$ cat src/rtl/btn_event_queue.sv
// btn_event_queue: priority-arbitrated press pending register feeding a
// first-word-fall-through FIFO of button codes with a sticky loss flag.
module btn_event_queue #(
    parameter int unsigned NUM_BTN = 4,
    parameter int unsigned CODE_W  = 2,
    parameter int unsigned DEPTH   = 8,
    parameter int unsigned CNT_W   = 4
) (
    input  logic               clk,
    input  logic               rst_n,
    input  logic [NUM_BTN-1:0] btn_pulse,
    output logic [CODE_W-1:0]  evt_code,
    output logic               evt_valid,
    input  logic               evt_ready,
    output logic [CNT_W-1:0]   count,
    output logic               overflow,
    input  logic               clr_overflow
);

    localparam int unsigned PTR_W = (DEPTH > 1) ? $clog2(DEPTH) : 1;

    logic [NUM_BTN-1:0] pend;
    logic [NUM_BTN-1:0] grant;
    logic [NUM_BTN-1:0] lost;
    logic [CODE_W-1:0]  grant_idx;
    logic [CODE_W-1:0]  mem [DEPTH];
    logic [PTR_W-1:0]   wr_ptr;
    logic [PTR_W-1:0]   rd_ptr;
    logic               has_room;
    logic               push;
    logic               pop;

    // Head of queue is visible while non-empty; count alone tracks full/empty.
    assign evt_valid = (count != '0);
    assign evt_code  = mem[rd_ptr];

    // Lowest-index pending press wins while the FIFO has room (pre-edge count).
    always_comb begin
        has_room  = (count < CNT_W'(DEPTH));
        grant     = '0;
        grant_idx = '0;
        if (has_room) begin
            grant = pend & (~pend + NUM_BTN'(1));
        end
        for (int unsigned i = 0; i < NUM_BTN; i++) begin
            if (grant[i]) begin
                grant_idx = CODE_W'(i);
            end
        end
        push = |grant;
        pop  = evt_valid && evt_ready;
        lost = btn_pulse & pend & ~grant;
    end

    // Pending presses: granted bit clears, new pulses (re)set their bit.
    always_ff @(posedge clk or negedge rst_n) begin
        if (!rst_n) begin
            pend <= '0;
        end else begin
            pend <= (pend & ~grant) | btn_pulse;
        end
    end

    // FIFO storage and write pointer.
    always_ff @(posedge clk or negedge rst_n) begin
        if (!rst_n) begin
            for (int unsigned i = 0; i < DEPTH; i++) begin
                mem[i] <= '0;
            end
            wr_ptr <= '0;
        end else if (push) begin
            mem[wr_ptr] <= grant_idx;
            wr_ptr      <= wr_ptr + PTR_W'(1);
        end
    end

    // Read pointer advances on an accepted head entry.
    always_ff @(posedge clk or negedge rst_n) begin
        if (!rst_n) begin
            rd_ptr <= '0;
        end else if (pop) begin
            rd_ptr <= rd_ptr + PTR_W'(1);
        end
    end

    // Occupancy count: simultaneous push and pop cancel.
    always_ff @(posedge clk or negedge rst_n) begin
        if (!rst_n) begin
            count <= '0;
        end else if (push && !pop) begin
            count <= count + CNT_W'(1);
        end else if (pop && !push) begin
            count <= count - CNT_W'(1);
        end
    end

    // Sticky loss flag; a loss in the clearing cycle keeps it set.
    always_ff @(posedge clk or negedge rst_n) begin
        if (!rst_n) begin
            overflow <= 1'b0;
        end else if (|lost) begin
            overflow <= 1'b1;
        end else if (clr_overflow) begin
            overflow <= 1'b0;
        end
    end

endmodule
$ cat config.mk
export PLATFORM = sky130hd
export DESIGN_NAME = btn_event_queue
export DESIGN_NICKNAME = d
export VERILOG_FILES = /design/src/rtl/btn_event_queue.sv
export SDC_FILE = /design/constraint.sdc
export NUM_CORES = 1
export LEC_CHECK = 0
export CORE_MARGIN = 2
export CORE_UTILIZATION = 35
export DETAILED_ROUTE_END_ITERATION = 8
export SLEW_MARGIN = 20
export SYNTH_ARGS = -nofsm -noshare
export SYNTH_HDL_FRONTEND = slang
export SYNTH_SLANG_ARGS = --single-unit
$ cat constraint.sdc
create_clock -name clk -period 3.15 [get_ports clk]
set_input_delay 0.63 -clock clk [delete_from_list [all_inputs] [get_ports clk]]
set_output_delay 0.63 -clock clk [all_outputs]
set_load 0.05 [all_outputs]
### Word level (Yosys, flattened, before mapping)

Index checks and enable logic that the tools add are counted.

* add/subtract/negate cells: 5
* order comparisons: 4
* multiplexer cells: 14
* bitwise logic cells: 9
* reductions and logical operators: 11

Operator list (count)
* $and 4x4->4: 4
* $bwmux 16: 1
* $mux 4: 3
* $mux 2: 5
* $add 4x1->4 const B: 2
* $ge 4x4->1 const B: 2
* $not 3->4: 2
* $not 4->4: 2
* $reduce_or 4->1: 2
* $add 3x1->3 const B: 2
* $bmux 2 s3: 1
* $demux 2 s3: 1
* $logic_and 1x1->1: 4
* $lt 4x1->1 const B: 1
* $lt 4x4->1 const B: 1
* $or 4x4->4: 1
* $reduce_bool 2->1: 2
* $reduce_bool 4->1: 1
* $sub 4x1->4 const B: 1
* $mux 1: 3
* $logic_not 1->1: 2

* bits in registers: 31
* input bits: 8
* logic and storage cells: 56

### Depth between registers and ports, before layout

Gate-level depths: netlist (run 1).

* word-level depth: 9
* mapped depth: 9

### Least setup slack after synthesis (run 1)

Ideal clock, no wire load.

* path kind: reg2reg
* start: reg count[3]
* end: reg count[3]
* data arrival time: 3.024 ns
* required time: 3.019 ns
* path slack: -0.005 ns
* stages on the path, launching flop included: 10
* clock period less this slack: 3.155 ns
* cell sequence: dfrtp_1 > buf_2 > or4_1 > nand2_1 > ha_1 > inv_1 > ha_1 > or4_1 > o211ai_1 > o211ai_1

* elaborated cells between the ends (all ways): 14
* those cells by class: add/sub: 2; order compare: 1; mux: 3; reduce/logical: 8

RTL lines
* from (decl): line 15 `output logic [CNT_W-1:0] count,`
* from (signal assigned): line 91 `count <= count + CNT_W'(1);`
* from (signal assigned): line 93 `count <= count - CNT_W'(1);`
* $reduce_bool 4->1 *: line 34 `assign evt_valid = (count != '0);`
* via evt_valid: line 13 `output logic evt_valid,`
* $logic_and 1x1->1 *: line 51 `pop = evt_valid && evt_ready;`
* $logic_not 1->1: line 90 `end else if (push && !pop) begin`
* $logic_and 1x1->1: line 90
* $mux 4 / $reduce_bool 2->1 (equally long branches)

Mark *: on every way through the listed nets, which the timed path passes. The rest lies on a longest branch. The select of a mux whose other input is x is not followed.
A chain may end at the register's enable or synchronous reset.

### Final worst setup path (run 1)

* start: reg rd_ptr[0]
* end: out evt_code[0]

* word-level cells in the longest chain between the ends: 4

RTL lines
* from (decl): line 28 `logic [PTR_W-1:0] rd_ptr;`
* from (signal assigned): line 82 `rd_ptr <= rd_ptr + PTR_W'(1);`
* $not 3->4 (not written as such): line 35 `assign evt_code = mem[rd_ptr];`
* $bmux 2 s3: line 35
* $mux 2 (not written as such) (2 in series): line 35
* to (decl): line 12 `output logic [CODE_W-1:0] evt_code,`

No other way between the ends. The select of a mux whose other input is x is not followed.

==> key figures, run 1 <==
Cells and area
  – # diodes: 0
  – # fillers: 406
  – Commonest non-fill, non-tap cell in the layout: dfrtp_1
  – # nets final: 161
  – Layout cell share with drive strength beyond 1: 27.2%
  – Commonest cells after routing, fill and taps aside: dfrtp_1 (31), mux2_2 (21), clkdlybuf4s50_1 (15)
  – Cell area after layout: 1920 sq um
  – Area Growth Syn to Fin: 19.3%

Timing
  – Max Freq: 338 MHz
  – Period Utilization, post-route: 94.0%
  – Final setup fails: 0
  – Slew Limit Fails: 0
  – Max Clock Skew: 0.00473 ns
  – Least-Margin Pin Slew: 0.636 ns
  – Min cycle time layout: 2.96 ns
  – Relative slew slack: 57.0%
  – Final Hold Viols: 0
  – RSZ-0062 raised after global routing: false
  – Setup TNS: 0 ns

Drt
  – DR WL/cell: 16.1 um
  – Vias/cell: 5.42
  – Remaining antenna violation count: 0
  – Routed via count: 1,079
  – Drt first pass iters: 5
  – DRC: 0
  – Final WL: 3.21 mm
  – DRT iter0 DRCs: 51

Job
  – Max_cap viols: 0

Critical path
  – Max FO, Critical Path: 6
  – Kind of cell adding the most delay to the critical path: multiplexers
  – CP arrival: 2.33 ns
  – Bufs and invs on worst path: 1
  – FF-to-FF setup slack: 0.31 ns
  – Max incr delay on CP: 0.70 ns
  – Crit path launch type: flip-flop
  – Cells along the critical path: mux4_2 -> mux2_2 -> clkdlybuf4s50_1
  – CP endpoint kind: output pin
  – Worst Path Class, Setup: reg2out
  – Max stage delay cell, worst path: clkdlybuf4s50_1
  – Critical Path RT: 2.52 ns

Placed design
  – Placed Area: 1830 sq um
  – Port bufs: 15
  – RePlAce Congestion: 0.727
  – Dpl hpwl: 2.30 mm

Power
  – Clock share of power: 14.9%
  – P_sw: 0.000846 W
  – Combinational Power Share: 49.3%
  – Switch share: 40.6%
  – Power per cell area: 1080 nW/um^2
  – Sequential power share: 35.8%
  – Power Total: 0.00208 W
  – Pint: 0.00124 W
  – Worst VDD drop: 0.789 mV
  – Pleak: 0.822 nW

Floorplanning
  – Core Box Area: 4380 sq um
  – Die area: 5160 sq um
  – FP Rows: 24
  – Initial core utilization: 36.7%
  – Die Wd: 71.8 um
  – Ports: 16
  – Die span in y: 71.8 um

Clock network
  – Root Buffer: clkbuf_8
  – CTS clk-pin slew, worst paths: 0.06 ns
  – Post-CTS Hold Fix Bufs: 0
  – PostCTS Resize Cnt: 0
  – Setup Buffers After CTS: 0
  – CTS tree: yes
  – TritonCTS sink count: 31
  – Clk Latency, worst-skew pair: 0.28 ns
  – CTS Buffer Depth: 2
  – Num CTS Buffers: 5
  – H-tree depth: 2

Synthesis
  – Post-synthesis cell area: 1610 sq um
  – Net Count, Synth: 140
  – Most used DFF post-synth: dfrtp_1
  – Asr flop ratio synth: 100%
  – EDFF count, synth: 0
  – Number of synthesized register bits: 31
  – Yosys cell types: 34
  – Sequential share of the synthesized area: 48.2%
  – Mapped Cells: 126
  – Yosys warns: 0
  – Syn_area_per_cell: 12.8 sq um

Global route
  – First-pass GRT wire length: 5.55 mm
  – Vias in the first global route: 1,135
  – M2 GR Usage: 20.5%
  – Routing usage on met3: 3.52%
  – Number of antenna violations at the first check in global routing: 0
  – All-Layer GR Usage: 14.1%
  – Largest net degree at the start of global routing: 32
  – Gr ovfl total: 0
  – Met1 usage: 19.5%
  – Busiest layer in global routing: met2

Hold path
  – Min-Delay Path Class: reg2reg

Status
  – Status: finished clean
final cells by class:
type	count	area, sq um	area share (%)
Clock inverter	1	5.00	0.260
Multi-Input combinational cell	87	806	41.9
Sequential cell	31	776	40.4
Inverter	4	15.0	0.781
Tap cell	52	65.1	3.39
Clock buffer	6	82.6	4.30
Timing Repair Buffer	18	173	8.98
synthesized netlist by cell type, drive strengths merged, types with 2 or more instances:
cell type / count / share of area [%]
nand3: 4 / 1.2
xor2: 2 / 1.1
o211ai: 2 / 0.93
nor2: 3 / 0.70
o21ai: 2 / 0.62
xnor2: 4 / 2.2
or3: 2 / 0.78
nor4b: 4 / 2.6
or2: 2 / 0.78
or4: 2 / 0.93
nand2b: 4 / 1.6
mux4: 4 / 5.6
mux2: 21 / 15
inv: 4 / 0.93
nand2: 5 / 1.2
a21o: 3 / 1.4
nor4: 5 / 2.9
buf: 2 / 0.62
ha: 5 / 3.9
dfrtp: 31 / 48
a21oi: 3 / 0.93
clkbuf: 2 / 0.47
per-stage QoR:
| stage | utilization, % | instances | hold slack (ns) | setup WS (ns) |
|---|---|---|---|---|
| 2_1_floorplan | - | 126 | 0.334 | 0.212 |
| 3_3_place_gp | 41.8 | 192 | 0.493 | 0.370 |
| 3_5_place_dp | 41.8 | 192 | 0.496 | 0.327 |
| 4_1_cts | 43.8 | 199 | 0.510 | 0.156 |
| 5_1_grt | 43.8 | 199 | 0.525 | 0.0812 |
| 6_report | 43.8 | 199 | 0.507 | 0.188 |
layer usage:
metal	part of all wire, %	vias to the layer above
li1	-	510
met5	0	-
met3	3.1	7
met2	46	22
met1	48	540
met4	2.3	0
power by group through the flow:
stage	sequential, W	clock, W	combinational, W
2_1_floorplan	0.000777	0	0.000715
3_3_place_gp	0.000740	0	0.000985
3_5_place_dp	0.000752	0	0.00102
4_1_cts	0.000746	0.000318	0.00103
5_1_grt	0.000774	0.000339	0.00110
6_report	0.000744	0.000311	0.00103
worst reg2reg max path, cell delays in order, from the launching register on:
cell,delay [ns]
dfrtp_1,0.47
or4_4,0.57
nand2_1,0.19
ha_1,0.29
inv_1,0.13
ha_1,0.36
or4_1,0.50
o211ai_1,0.12
o211ai_1,0.10
kinds of logic (layout without fill, tap and decap cells):
family	after synthesis	after routing	share of synthesized area [%]
and+or+nand+nor	34	34	13.8
DFF	31	31	48.2
muxes	26	26	20.9
AOI/OAI and AO/OA	15	15	6.68
buffers and inverters	8	29	2.02
adders and majority gates	6	6	5.13
xor gates and xnor gates	6	6	3.26
state kept, by name, indices dropped and copies added, names as in the netlist:
signal,count
mem,16
wr_ptr,3
count,4
overflow,1
pend,4
rd_ptr,3
path summary, 6_finish.rpt:
path | cells after the start | start | endpoint
setup / recovery | 3 | rd_ptr[0]$_DFFE_PN0P_ | evt_code[0]
hold / removal | 1 | mem[8]$_DFFE_PN0P_ | mem[8]$_DFFE_PN0P_
setup reg to reg | 8 | count[0]$_DFFE_PN0P_ | count[3]$_DFFE_PN0P_
hold reg to reg | 1 | mem[8]$_DFFE_PN0P_ | mem[8]$_DFFE_PN0P_
max in group asynchronous | 2 | rst_n | mem[10]$_DFFE_PN0P_
min in group asynchronous | 2 | rst_n | mem[4]$_DFFE_PN0P_
(Power assumes the default switching activity.)
==> inputs of run 2 (changes only) <==
Settings changed: CELL_PAD_IN_SITES_DETAIL_PLACEMENT from default to 1, CELL_PAD_IN_SITES_GLOBAL_PLACEMENT from default to 2, PLACE_DENSITY_LB_ADDON from default to 0.1.
==> key figures, run 2 (synthesis gave the netlist of run 1 again) <==
Clock network
  – TritonCTS sink count: 31
  – Root Buffer: clkbuf_8
  – Num CTS Buffers: 5
  – Clk Latency, worst-skew pair: 0.28 ns
  – PostCTS Resize Cnt: 0
  – CTS tree: yes
  – H-tree depth: 2
  – CTS Buffer Depth: 2
  – Setup Buffers After CTS: 0
  – CTS clk-pin slew, worst paths: 0.06 ns
  – Post-CTS Hold Fix Bufs: 0

Placed design
  – Port bufs: 15
  – RePlAce Congestion: 0.735
  – Dpl hpwl: 2.50 mm

Floorplanning
  – Die area: 5160 sq um
  – Ports: 16
  – Die span in y: 71.8 um
  – Core Box Area: 4380 sq um
  – FP Rows: 24
  – Die Wd: 71.8 um
  – Initial core utilization: 36.7%

Drt
  – DRC: 0
  – Final WL: 3.42 mm
  – Remaining antenna violation count: 0
  – Vias/cell: 5.47
  – DR WL/cell: 17.1 um
  – Drt first pass iters: 4
  – Routed via count: 1,093
  – DRT iter0 DRCs: 19

Timing
  – Relative slew slack: 52.7%
  – RSZ-0062 raised after global routing: false
  – Slew Limit Fails: 0
  – Max Clock Skew: 0.00419 ns
  – Final Hold Viols: 0
  – Min cycle time layout: 2.98 ns
  – Setup TNS: 0 ns
  – Least-Margin Pin Slew: 0.709 ns
  – Final setup fails: 0
  – Max Freq: 336 MHz
  – Period Utilization, post-route: 94.5%

Job
  – Max_cap viols: 0

Hold path
  – HP Start: mem[9]$_DFFE_PN0P_
  – Hold Crit Depth: 1
  – Min-Delay Path Class: reg2reg
  – Hold EP: mem[9]$_DFFE_PN0P_

Power
  – Pleak: 0.817 nW
  – Power Total: 0.00207 W
  – Power per cell area: 1080 nW/um^2
  – Worst VDD drop: 0.538 mV

Cells and area
  – Largest regs: mem x16, count x4, pend x4
  – Largest register FFs: 16
  – Multi-input logic area: 806 sq um
  – Layout cell share with drive strength beyond 1: 26.4%
  – Area Growth Syn to Fin: 19.0%
  – Register area: 776 sq um
  – Commonest non-fill, non-tap cell in the layout: dfrtp_1
  – # diodes: 0
  – Commonest cells after routing, fill and taps aside: dfrtp_1 (31), mux2_2 (21), clkdlybuf4s50_1 (15)
  – # fillers: 470
  – Reg with most FFs: mem
  – # nets final: 161

Critical path
  – Worst Path Class, Setup: reg2out
  – Max incr delay on CP: 0.71 ns
  – Cells along the critical path: mux4_2 -> mux2_2 -> clkdlybuf4s50_1
  – CP endpoint kind: output pin
  – Kind of cell adding the most delay to the critical path: multiplexers
  – Worst r2r src: count[0]$_DFFE_PN0P_
  – CP arrival: 2.35 ns
  – Max FO, Critical Path: 6
  – Crit path launch type: flip-flop
  – FF-to-FF setup slack: 0.32 ns
  – Crit Reg-Reg Endpoint: count[3]$_DFFE_PN0P_
  – Bufs and invs on worst path: 1
  – Max stage delay cell, worst path: clkdlybuf4s50_1
  – Critical Path RT: 2.52 ns
  – FF-to-FF path depth: 8

Global route
  – Gr ovfl total: 0
  – Largest net degree at the start of global routing: 32
  – All-Layer GR Usage: 15.1%
  – First-pass GRT wire length: 5.86 mm
  – Vias in the first global route: 1,150
  – Number of antenna violations at the first check in global routing: 0

Status
  – Status: finished clean
==> run 2: worst max-delay path by stage <==
stage	startpoint	to	slack [ns]	depth (start not counted)
after floorplan	count[3]$_DFFE_PN0P_	count[3]$_DFFE_PN0P_	0.21	9
after global placement	evt_ready	count[3]$_DFFE_PN0P_	0.37	8
after detailed placement	evt_ready	count[3]$_DFFE_PN0P_	0.29	8
after CTS	rd_ptr[0]$_DFFE_PN0P_	evt_code[1]	0.14	3
after global routing	rd_ptr[0]$_DFFE_PN0P_	evt_code[1]	0.11	3
final	rd_ptr[0]$_DFFE_PN0P_	evt_code[1]	0.17	3
==> run 2: metal layers <==
metal  part of all wire (%)  vias up  wire length, um  global-route usage, %
li1                       -      512                -                      -
met3                    3.4        7              116                   4.50
met4                    1.5        0               52                   4.40
met5                      0        -                0                      0
met1                     48      557             1640                   20.4
met2                     47       17             1610                   23.5
==> run 2: cell type report <==
cell class                      instances  share of cell area, %
Clock inverter                          1                  0.261
Timing Repair Buffer                   18                   9.01
Inverter                                4                  0.784
Multi-Input combinational cell         87                   42.1
Tap cell                               52                   3.40
Clock buffer                            7                   3.98
Sequential cell                        31                   40.5
==> run 2: worst reg2reg max path, stage by stage, from the launching register on <==
cell and delay [ns]:
dfrtp_1 0.46, or4_4 0.56, nand2_1 0.17, ha_1 0.28
inv_1 0.13, ha_1 0.37, or4_1 0.50, o211ai_1 0.13
o211ai_1 0.11
==> run 2: per-stage QoR <==
stage / hold WS [ns] / worst slack, ns / area, sq um / utilization [%] / std cells
4_1_cts: 0.511 / 0.139 / 1920 / 43.7 / 200
2_1_floorplan: 0.334 / 0.212 / 1610 / - / 126
5_1_grt: 0.534 / 0.106 / 1920 / 43.7 / 200
3_5_place_dp: 0.497 / 0.288 / 1830 / 41.8 / 192
3_3_place_gp: 0.501 / 0.370 / 1830 / 41.8 / 192
6_report: 0.510 / 0.175 / 1920 / 43.7 / 200
==> run 2: power by group <==
group / switching (W) / total (W) / internal, W
combinational: 0.000524 / 0.00102 / 0.000496
sequential: 0.000184 / 0.000750 / 0.000566
clock: 0.000142 / 0.000297 / 0.000155
total: 0.000850 / 0.00207 / 0.00122
==> inputs of run 3 (changes only) <==
Settings changed: CTS_CLUSTER_DIAMETER from default to 80.
==> results of run 3 <==
Same layout as run 2: the final DEF is identical, and so are final timing and power.
